==> config.mk <==
export PLATFORM = sky130hd
export DESIGN_NAME = ps2_rx_fifo
export DESIGN_NICKNAME = d
export VERILOG_FILES = /design/src/rtl/ps2_rx_fifo.sv
export SDC_FILE = /design/constraint.sdc
export NUM_CORES = 1
export LEC_CHECK = 0
export BUFFER_PORTS_ARGS = -buffer_cell sky130_fd_sc_hd__buf_2
export CORE_UTILIZATION = 30
export CTS_BUF_LIST = sky130_fd_sc_hd__clkbuf_16
export CTS_CLUSTER_DIAMETER = 150
export DETAILED_ROUTE_END_ITERATION = 8
export SKIP_CTS_REPAIR_TIMING = 1
export SLEW_MARGIN = 15
export SYNTH_ARGS = -nofsm -noshare
export SYNTH_HDL_FRONTEND = slang
export SYNTH_SLANG_ARGS = --single-unit
==> constraint.sdc <==
create_clock -name fclk -period 7.9 [get_ports fclk]
set_input_delay 0.79 -clock fclk [delete_from_list [all_inputs] [get_ports fclk]]
set_output_delay 0.79 -clock fclk [all_outputs]
set_load 0.1 [all_outputs]
==> src/rtl/ps2_rx_fifo.sv <==
// PS/2 device-to-host receiver: pin sync, clock deglitch, 11-bit frame FSM with
// per-bit timeout, and a show-ahead byte FIFO with sticky error flags.
module ps2_rx_fifo #(
  parameter int FIFO_DEPTH     = 16,
  parameter int FILTER_LEN     = 8,
  parameter int TIMEOUT_CYCLES = 50000
) (
  input  logic                          fclk,
  input  logic                          rst,
  input  logic                          ps2_clk,
  input  logic                          ps2_data,
  input  logic                          rd_en,
  input  logic                          clr_err,
  output logic [7:0]                    rd_data,
  output logic                          empty,
  output logic                          full,
  output logic [$clog2(FIFO_DEPTH):0]   count,
  output logic                          parity_err,
  output logic                          frame_err,
  output logic                          overflow
);

  localparam int AW = $clog2(FIFO_DEPTH);
  localparam int CW = AW + 1;
  localparam int FW = (FILTER_LEN > 1) ? $clog2(FILTER_LEN) : 1;
  localparam int TW = (TIMEOUT_CYCLES > 2) ? $clog2(TIMEOUT_CYCLES) : 1;
  localparam logic [FW-1:0] FILT_LAST = FW'(FILTER_LEN - 1);
  localparam logic [TW-1:0] TO_LAST   = TW'(TIMEOUT_CYCLES - 1);
  localparam logic [CW-1:0] DEPTH_C   = CW'(FIFO_DEPTH);

  localparam logic [1:0] ST_IDLE   = 2'd0;
  localparam logic [1:0] ST_DATA   = 2'd1;
  localparam logic [1:0] ST_PARITY = 2'd2;
  localparam logic [1:0] ST_STOP   = 2'd3;

  // Two-flop synchronisers; reset high to match an idle bus.
  logic clk_s1_q, clk_s2_q, dat_s1_q, dat_s2_q;

  always_ff @(posedge fclk or negedge rst) begin
    if (!rst) begin
      clk_s1_q <= 1'b1;
      clk_s2_q <= 1'b1;
      dat_s1_q <= 1'b1;
      dat_s2_q <= 1'b1;
    end else begin
      clk_s1_q <= ps2_clk;
      clk_s2_q <= clk_s1_q;
      dat_s1_q <= ps2_data;
      dat_s2_q <= dat_s1_q;
    end
  end

  logic          filt_q, filt_d;
  logic [FW-1:0] run_q, run_d;
  logic          strobe_q, strobe_d;

  always_comb begin
    filt_d   = filt_q;
    run_d    = '0;
    strobe_d = 1'b0;
    if (clk_s2_q != filt_q) begin
      if (run_q == FILT_LAST) begin
        filt_d   = clk_s2_q;
        strobe_d = ~clk_s2_q;
      end else begin
        run_d = run_q + 1'b1;
      end
    end
  end

  always_ff @(posedge fclk or negedge rst) begin
    if (!rst) begin
      filt_q   <= 1'b1;
      run_q    <= '0;
      strobe_q <= 1'b0;
    end else begin
      filt_q   <= filt_d;
      run_q    <= run_d;
      strobe_q <= strobe_d;
    end
  end

  logic [1:0]    state_q, state_d;
  logic [2:0]    idx_q, idx_d;
  logic [7:0]    shift_q, shift_d;
  logic          pok_q, pok_d;
  logic [TW-1:0] to_q, to_d;
  logic          push, perr_ev, ferr_ev;

  // A strobe always wins over the timeout, so a late edge still counts.
  always_comb begin
    state_d = state_q;
    idx_d   = idx_q;
    shift_d = shift_q;
    pok_d   = pok_q;
    to_d    = to_q;
    push    = 1'b0;
    perr_ev = 1'b0;
    ferr_ev = 1'b0;
    if (state_q == ST_IDLE || strobe_q) begin
      to_d = '0;
    end else if (to_q != TO_LAST) begin
      to_d = to_q + 1'b1;
    end
    if (strobe_q) begin
      case (state_q)
        ST_IDLE: begin
          if (!dat_s2_q) begin
            state_d = ST_DATA;
            idx_d   = 3'd0;
          end
        end
        ST_DATA: begin
          shift_d[idx_q] = dat_s2_q;
          if (idx_q == 3'd7) begin
            state_d = ST_PARITY;
          end else begin
            idx_d = idx_q + 3'd1;
          end
        end
        ST_PARITY: begin
          pok_d   = ^{shift_q, dat_s2_q};
          state_d = ST_STOP;
        end
        default: begin
          push    = dat_s2_q & pok_q;
          perr_ev = ~pok_q;
          ferr_ev = ~dat_s2_q;
          state_d = ST_IDLE;
        end
      endcase
    end else if (state_q != ST_IDLE && to_q == TO_LAST) begin
      state_d = ST_IDLE;
      ferr_ev = 1'b1;
    end
  end

  always_ff @(posedge fclk or negedge rst) begin
    if (!rst) begin
      state_q <= ST_IDLE;
      idx_q   <= '0;
      shift_q <= '0;
      pok_q   <= 1'b0;
      to_q    <= '0;
    end else begin
      state_q <= state_d;
      idx_q   <= idx_d;
      shift_q <= shift_d;
      pok_q   <= pok_d;
      to_q    <= to_d;
    end
  end

  logic [7:0]    mem_q [FIFO_DEPTH];
  logic [AW-1:0] wr_ptr_q, rd_ptr_q;
  logic [CW-1:0] count_q, count_d;
  logic          pop, wr, ovf_ev, full_w;

  // When full, a simultaneous pop frees the slot the write lands in.
  assign full_w = (count_q == DEPTH_C);
  assign pop    = rd_en & (count_q != '0);
  assign wr     = push & (~full_w | pop);
  assign ovf_ev = push & full_w & ~pop;

  always_comb begin
    count_d = count_q;
    case ({wr, pop})
      2'b10:   count_d = count_q + 1'b1;
      2'b01:   count_d = count_q - 1'b1;
      default: count_d = count_q;
    endcase
  end

  always_ff @(posedge fclk) begin
    if (wr) begin
      mem_q[wr_ptr_q] <= shift_q;
    end
  end

  always_ff @(posedge fclk or negedge rst) begin
    if (!rst) begin
      wr_ptr_q   <= '0;
      rd_ptr_q   <= '0;
      count_q    <= '0;
      parity_err <= 1'b0;
      frame_err  <= 1'b0;
      overflow   <= 1'b0;
    end else begin
      if (wr)  wr_ptr_q <= wr_ptr_q + 1'b1;
      if (pop) rd_ptr_q <= rd_ptr_q + 1'b1;
      count_q    <= count_d;
      parity_err <= (parity_err & ~clr_err) | perr_ev;
      frame_err  <= (frame_err  & ~clr_err) | ferr_ev;
      overflow   <= (overflow   & ~clr_err) | ovf_ev;
    end
  end

  assign count   = count_q;
  assign empty   = (count_q == '0);
  assign full    = full_w;
  assign rd_data = (count_q == '0) ? 8'h00 : mem_q[rd_ptr_q];

endmodule

## Word level (Yosys, flattened, before mapping)

Memories as Yosys holds them, arrays and structs flattened.
Index checks and enable logic that the tools add are counted.

| storage, ports and cells | value |
|---|---|
| memories kept | 1 |
| register bits | 55 |
| output and inout bits | 18 |
| bits in writable memories | 128 |
| logic and storage cells | 106 |

Memories:

| memory | depth | bits a word | read ports | clocked after Yosys merged registers in | write ports | line | text |
|---|---|---|---|---|---|---|---|
| mem_q | 16 | 8 | 1 | 0 | 1 | 154 | `logic [7:0] mem_q [FIFO_DEPTH];` |

| operators by class | value |
|---|---|
| reduce and logical (&&, ||, !) cells | 18 |
| equal/unequal tests | 14 |
| add/subtract/negate cells | 7 |
| bitwise operators | 18 |
| magnitude comparators | 2 |
| muxes and demuxes | 28 |

Operator list:

| cell | number |
|---|---|
| $mux 16 | 2 |
| $add 16x1->16 const B | 1 |
| $eq 16x16->1 const B | 1 |
| $ne 16x16->1 const B | 1 |
| $mux 1 | 12 |
| $mux 3 | 4 |
| $pmux 5 s2 | 1 |
| $reduce_bool 2->1 | 5 |
| $reduce_xor 9->1 | 1 |
| $add 4x1->4 const B | 2 |
| $and 1x1->1 | 8 |
| $bwmux 8 | 1 |
| $mux 2 | 4 |
| $mux 8 | 1 |
| $add 3x1->3 const B | 2 |
| $eq 3x3->1 const B | 2 |
| $ne 3x3->1 const B | 2 |
| $not 1->1 | 6 |
| $pmux 2 s3 | 1 |
| $pmux 3 s2 | 1 |
| $reduce_and 2->1 | 3 |
| $add 5x1->5 const B | 1 |
| $eq 5x5->1 const B | 1 |
| $logic_not 5->1 | 1 |
| other kinds (16) | 23 |

## Depth between registers and ports, before layout

Gate-level depths: netlist of the first run.

| depth | value |
|---|---|
| depth after elaboration | 7 |
| mapped depth | 14 |
| mapped depth without buffers | 12 |

## Least setup slack after synthesis of the first run

Ideal clock, no wire load.

| path | value |
|---|---|
| kind | reg-to-output |
| start | reg count_q[2], in the netlist count[2] |
| end | out rd_data[0] |
| cell stages (with the launch flop) | 6 |
| setup slack | 3.822 ns |
| arrival time | 3.288 ns |
| required time | 7.110 ns |
| cells stage by stage | dfrtp_1 > clkbuf_1 > nor4_2 > nor2b_1 > buf_4 > a21oi_1 |

| between the ends | value |
|---|---|
| word-level cells in the longest chain between the ends | 2 |

RTL lines:

| item | line | text |
|---|---|---|
| start, declared | 156 | `logic [CW-1:0] count_q, count_d;` |
| start signal, assigned | 191 | `count_q <= count_d;` |
| $logic_not 5->1 | -- |  |
| net empty | 15 | `output logic empty,` |
| $mux 8 | 201 | `assign rd_data = (count_q == '0) ? 8'h00 : mem_q[rd_ptr_q];` |
| end, declared | 14 | `output logic [7:0] rd_data,` |

The timed path passes the listed nets, and every way through them passes these cells.

## Worst setup path in the final report of the first run

| path | value |
|---|---|
| start | reg rd_ptr_q[0] |
| end | out rd_data[6] |

| between the ends | value |
|---|---|
| word-level cells in the longest chain between the ends | 2 |

RTL lines:

| item | line | text |
|---|---|---|
| start, declared | 155 | `logic [AW-1:0] wr_ptr_q, rd_ptr_q;` |
| start signal, assigned | 190 | `if (pop) rd_ptr_q <= rd_ptr_q + 1'b1;` |
| $mem_v2 16x8 | -- |  |
| $mux 8 | 201 |  |

Every way passes these cells.

==> metrics.txt, run 1 <==
outcome=finished, final reports clean; synth warn=0; Filler Cell Count=2364; via count=4110; Hold Fails Final Rpt=0; syn_nets=514; kind of critical path=flop to output pin; initial core utilization=30.64%; Post-synth EDFFs=128; Tmin final=3493 ps; TritonRoute pass-1 iters=4; Top FF cell, synth=edfxtp_1; CTS clk-pin slew, worst paths=70 ps; element type at the critical path start=flop; initial antenna violation count=0; Avg Cell Area, Syn=15.75 sq um; Nets=537; commonest non-fill, non-tap cell in the layout=edfxtp_1; GRT overflow=0; Root Buffer=clkbuf_16; worst min path class=flop to flop; vias in the first global route=4322; CP Capture Point=rd_data[6]; gpl congestion=0.7869; ratio of cells with drive above 1 in the final layout=23.38%; CTS max path bufs=2; Avg WL per Cell=17.75 um; final WL=15.19 mm; Leakage=0.003124 uW; Power Density=287.0 nW/um^2; FF-to-FF setup slack=4520 ps; post-synthesis cell type count=47; DRT iter0 DRCs=342; Worst-Margin Slew=873.0 ps; unrepaired setup endpoints after global routing=false; global-route wire length before repair=24.18 mm; DRC=0; reg2reg path depth=11; count of input and output buffers=23; Post-synth ARST share=30.05%; WP data arrival=2700 ps; Reg area=5229 sq um; Max Freq=286.3 MHz; final worst path period share=44.22%; die span in y=162.4 um; Clock Latency Late Sink=430 ps; # IOs=24; hpwl dp=9.736 mm; H-tree depth=4; CP Capture Type=output pin; Core Area=25180 sq um; most frequent cells in the layout=edfxtp_1 (128), dfrtp_1 (48), nor2_1 (37), mux4_2 (32), nand2_1 (30); WP data required=7110 ps; worst reg2reg startpoint=count[1]; Final ANT Viol Nets=0; Multi-input gate area=2380 sq um; Post-Synthesis Cells=490; Final setup viols=0; CP Max Fanout=32; worst hold slack=356.7 ps; Rows=58; synthesized flop and latch total=183; Peak supply drop=319.6 uV; Slew HR=41.68%; setup_tns=0 ps; n_diodes=0; Avg Vias per Cell=4.801; # clock sinks=183; synthesized area=7716 sq um; All-Layer GR Usage=12.30%; Final Skew=17.11 ps; maxcap violations=0; largest net degree at the start of global routing=56; CTS Buf Count=17; max-slew violation count=0; Die Width=162.4 um; dpl cells=824; Seq/Total Area, Yosys=67.73%; die area=26370 sq um; CTS tree=yes; RR Endpoint=count[4]; crit path launch=rd_ptr_q[0]; post-route insts no fill=856; Area growth, synth to finish=13.65%
==> stage by stage <==
stage | worst slack (ps) | area, sq um | util (%) | power [uW]
after detailed placement | 4563 | 8173 | 32.46 | 1723
final | 4407 | 8770 | 34.83 | 2517
after global routing | 4189 | 8770 | 34.83 | 2619
after global placement | 4683 | 8173 | 32.46 | 1711
after floorplan | 3822 | 7716 | - | 1607
after CTS | 4313 | 8750 | 34.75 | 2545
==> where the power goes <==
group	leakage (uW)	switching (uW)	internal [uW]	total, uW
clock network	0.000281	402	423	825
registers	0.00199	85.1	1050	1140
logic	0.000855	392	162	554
==> worst max-delay path, stage by stage (launching register included) <==
cell     delay (ps)
dfrtp_2         400
buf_4           550
mux4_2          620
a22oi_1         240
a21oi_1         120
buf_2           340
==> per-layer routing <==
layer	vias to the layer above	share of wire (%)	global-route usage (%)
li1	1904	-	-
met1	2115	45	16.57
met2	89	48	19.83
met3	2	6.2	3.285
met4	0	0.26	2.702
met5	-	0	0
==> registers in the layout (all words and copies together), names as in the netlist <==
name        count
clk_s1_q        1
clk_s2_q        1
count           5
dat_s1_q        1
dat_s2_q        1
filt_q          1
frame_err       1
idx_q           3
mem_q         128
overflow        1
parity_err      1
pok_q           1
rd_ptr_q        4
run_q           3
shift_q         8
state_q         2
strobe_q        1
to_q           16
wr_ptr_q        4
==> cell type report <==
type,count,share of cell area (%)
clock inverters,15,1.726
clock buffers,17,4.851
repair buffers,25,1.484
multi-input cells,275,27.14
inverters,11,0.4708
well taps,330,4.708
flip-flops and latches,183,59.62
==> synth_stat cells, drive strengths merged (6+ instances only) <==
cell,number,area (sq um)
nor2,38,145.1
o21ai,13,65.06
nand2,33,131.4
xor2,12,105.1
a22oi,17,127.6
mux4,32,720.7
ha,18,225.2
inv,11,41.29
nor3,10,50.05
nand4,6,37.54
buf,10,47.54
a21oi,19,95.09
xnor2,20,175.2
dfrtp,50,1251
clkbuf,11,41.29
edfxtp,128,3844
mux2,13,146.4
==> how the worst min path moves through the flow <==
stage | start | end | cells after the start
floorplan | clk_s1_q | clk_s2_q | 0
global placement | clk_s1_q | clk_s2_q | 0
detailed placement | clk_s1_q | clk_s2_q | 0
CTS | clk_s1_q | clk_s2_q | 0
global route | clk_s1_q | clk_s2_q | 0
finish | clk_s1_q | clk_s2_q | 0
==> cells by family after synthesis <==
logic type | Yosys count | share of synthesized area, %
XOR/XNOR | 32 | 3.632
AND/OR/NAND/NOR | 119 | 7.703
adder cells (fa/ha/maj) | 18 | 2.919
flip-flops | 183 | 67.73
buffers and inverters | 32 | 1.686
multiplexers | 45 | 11.24
AO/OA/AOI/OAI | 61 | 5.092
Note: power is estimated with default switching activity, not from simulation.
==> inputs of run 2 (changes only) <==
Clock period 7.9 ns to 3 ns, I/O delays scaled along.
==> metrics.txt, run 2 (synthesized netlist as in run 1, its figures left out) <==
outcome=complete, but fails checks; failing checks=hold timing; # clock sinks=183 (unchanged); worst setup margin=177.6 ps (-4229 ps); reg2reg path depth=11 (unchanged); DRC=0 (unchanged); worst reg2reg startpoint=count[2]; WP data required=2700 ps (-4410 ps); die area=26370 sq um (unchanged); largest net degree at the start of global routing=40 (-29%); gpl congestion=0.7583 (-3.6%); initial core utilization=30.64% (unchanged); final worst path period share=94.08%; element type at the critical path start=flop; Hold Fails Final Rpt=27 (+27); CTS max path bufs=2 (unchanged); via count=4216 (+2.6%); maxcap violations=0 (unchanged); CTS tree=yes; CTS Buf Count=17 (unchanged); worst min path class=input pin to async pin; Final ANT Viol Nets=0 (unchanged); GRT overflow=0 (unchanged); H-tree depth=4 (unchanged); hpwl dp=9.909 mm (+1.8%); Nets=558 (+3.9%); Final setup viols=0 (unchanged); Avg Vias per Cell=4.807 (+0.12%); Slew HR=42.22% (+0.54 points); total power=6710 uW (+170%); Buf+Inv Stages, Crit Path=2 (unchanged); most frequent cells in the layout=edfxtp_1 (128), dfrtp_1 (45), nor2_1 (37), mux4_2 (32), nand2_1 (30); Avg WL per Cell=17.42 um (-1.8%); Tmin final=2822 ps; DP Worst Slack=313.5 ps (-4249 ps); # IOs=24 (unchanged); unrepaired setup endpoints after global routing=false; Power Density=749.7 nW/um^2 (+160%); final WL=15.28 mm (+0.58%); CP Cell Sequence=buf_12 > mux4_2 > a22oi_1 > a21oi_1 > buf_2; Die Width=162.4 um (unchanged); Final Skew=22.15 ps (+5.036 ps); Root Buffer=clkbuf_16; CP Max Fanout=24 (-25%); Max Freq=354.3 MHz; Rows=58 (unchanged); CTS clk-pin slew, worst paths=70 ps (about the same); max-slew violation count=0 (unchanged); Worst-Margin Slew=866.8 ps (-6.246 ps); max FFs per register=128 (unchanged); die span in y=162.4 um (unchanged); DRT iter0 DRCs=312 (-8.8%); n_diodes=0 (unchanged); Area growth, synth to finish=15.99%; vias in the first global route=4382 (+1.4%); count of input and output buffers=23 (unchanged); Clock Latency Late Sink=430 ps (about the same); All-Layer GR Usage=12.58% (+0.28 points); WP data arrival=2520 ps (-180 ps); Reg with most FFs=mem_q; worst hold slack=-23.20 ps (-379.9 ps); ratio of cells with drive above 1 in the final layout=25.96% (+2.6 points); global-route wire length before repair=24.69 mm (+2.1%); crit-path max cell delay=580 ps (-40 ps); commonest non-fill, non-tap cell in the layout=edfxtp_1; FF-to-FF setup slack=280 ps (-4240 ps); CP Capture Type=output pin; Core Area=25180 sq um (unchanged); Crit path max-delay family=buffers and inverters; CP max-delay cell=dfrtp_4; TritonRoute pass-1 iters=5 (+1); Largest regs=mem_q x128, to_q x16, shift_q x8; initial antenna violation count=0 (unchanged); Peak supply drop=626.7 uV (+96%); kind of critical path=flop to output pin; RR Endpoint=count[4]; Leakage=0.003217 uW (+3.0%)
-- run 2: changes by cell type in the layout (fill, tap and decap cells not counted), sizes merged --
cell         previous run  this run
buf                    25        44
dlygate4sd3             0         2
-- run 2: cell type report --
class                      instances  area (sq um)
clock buffer                      17         425.4
clock inverter                    15         148.9
fill                            2376         16230
inverter                          11         41.29
multi-input combinational        275          2376
sequential                       183          5240
tap                              330         412.9
timing repair buffer              46         305.3
-- run 2: how the worst max path moves through the flow --
stage,startpoint,end,depth (start not counted)
2_1_floorplan,count[1],rd_data[0],5
3_3_place_gp,count[2],count[4],11
3_5_place_dp,count[2],count[4],11
4_1_cts,rd_ptr_q[0],rd_data[0],5
5_1_grt,count[2],count[4],11
6_report,rd_ptr_q[0],rd_data[6],5
-- run 2: through the flow --
| step | util [%] | TNS (ps) | cell area, sq um | instances |
|---|---|---|---|---|
| 2_1_floorplan | - | -1016 | 7766 | 490 |
| 3_3_place_gp | 33.17 | 0 | 8353 | 843 |
| 3_5_place_dp | 33.17 | 0 | 8353 | 843 |
| 4_1_cts | 35.45 | 0 | 8927 | 875 |
| 5_1_grt | 35.54 | 0 | 8950 | 877 |
| 6_report | 35.54 | 0 | 8950 | 877 |
-- run 2: metal layers --
layer,routed length (um),part of all wire (%),up-vias,GRT usage [%]
li1,-,-,1953,-
met1,7113,47,2159,17.29
met2,7264,48,94,19.79
met3,737,4.8,10,2.827
met4,163,1.1,0,3.859
met5,0,0,-,0
-- run 2: power breakdown --
part / leakage, uW / switching, uW / internal (uW)
logic: 0.000953 / 1110 / 459
registers: 0.00199 / 181 / 2790
clock network: 0.000278 / 1050 / 1110
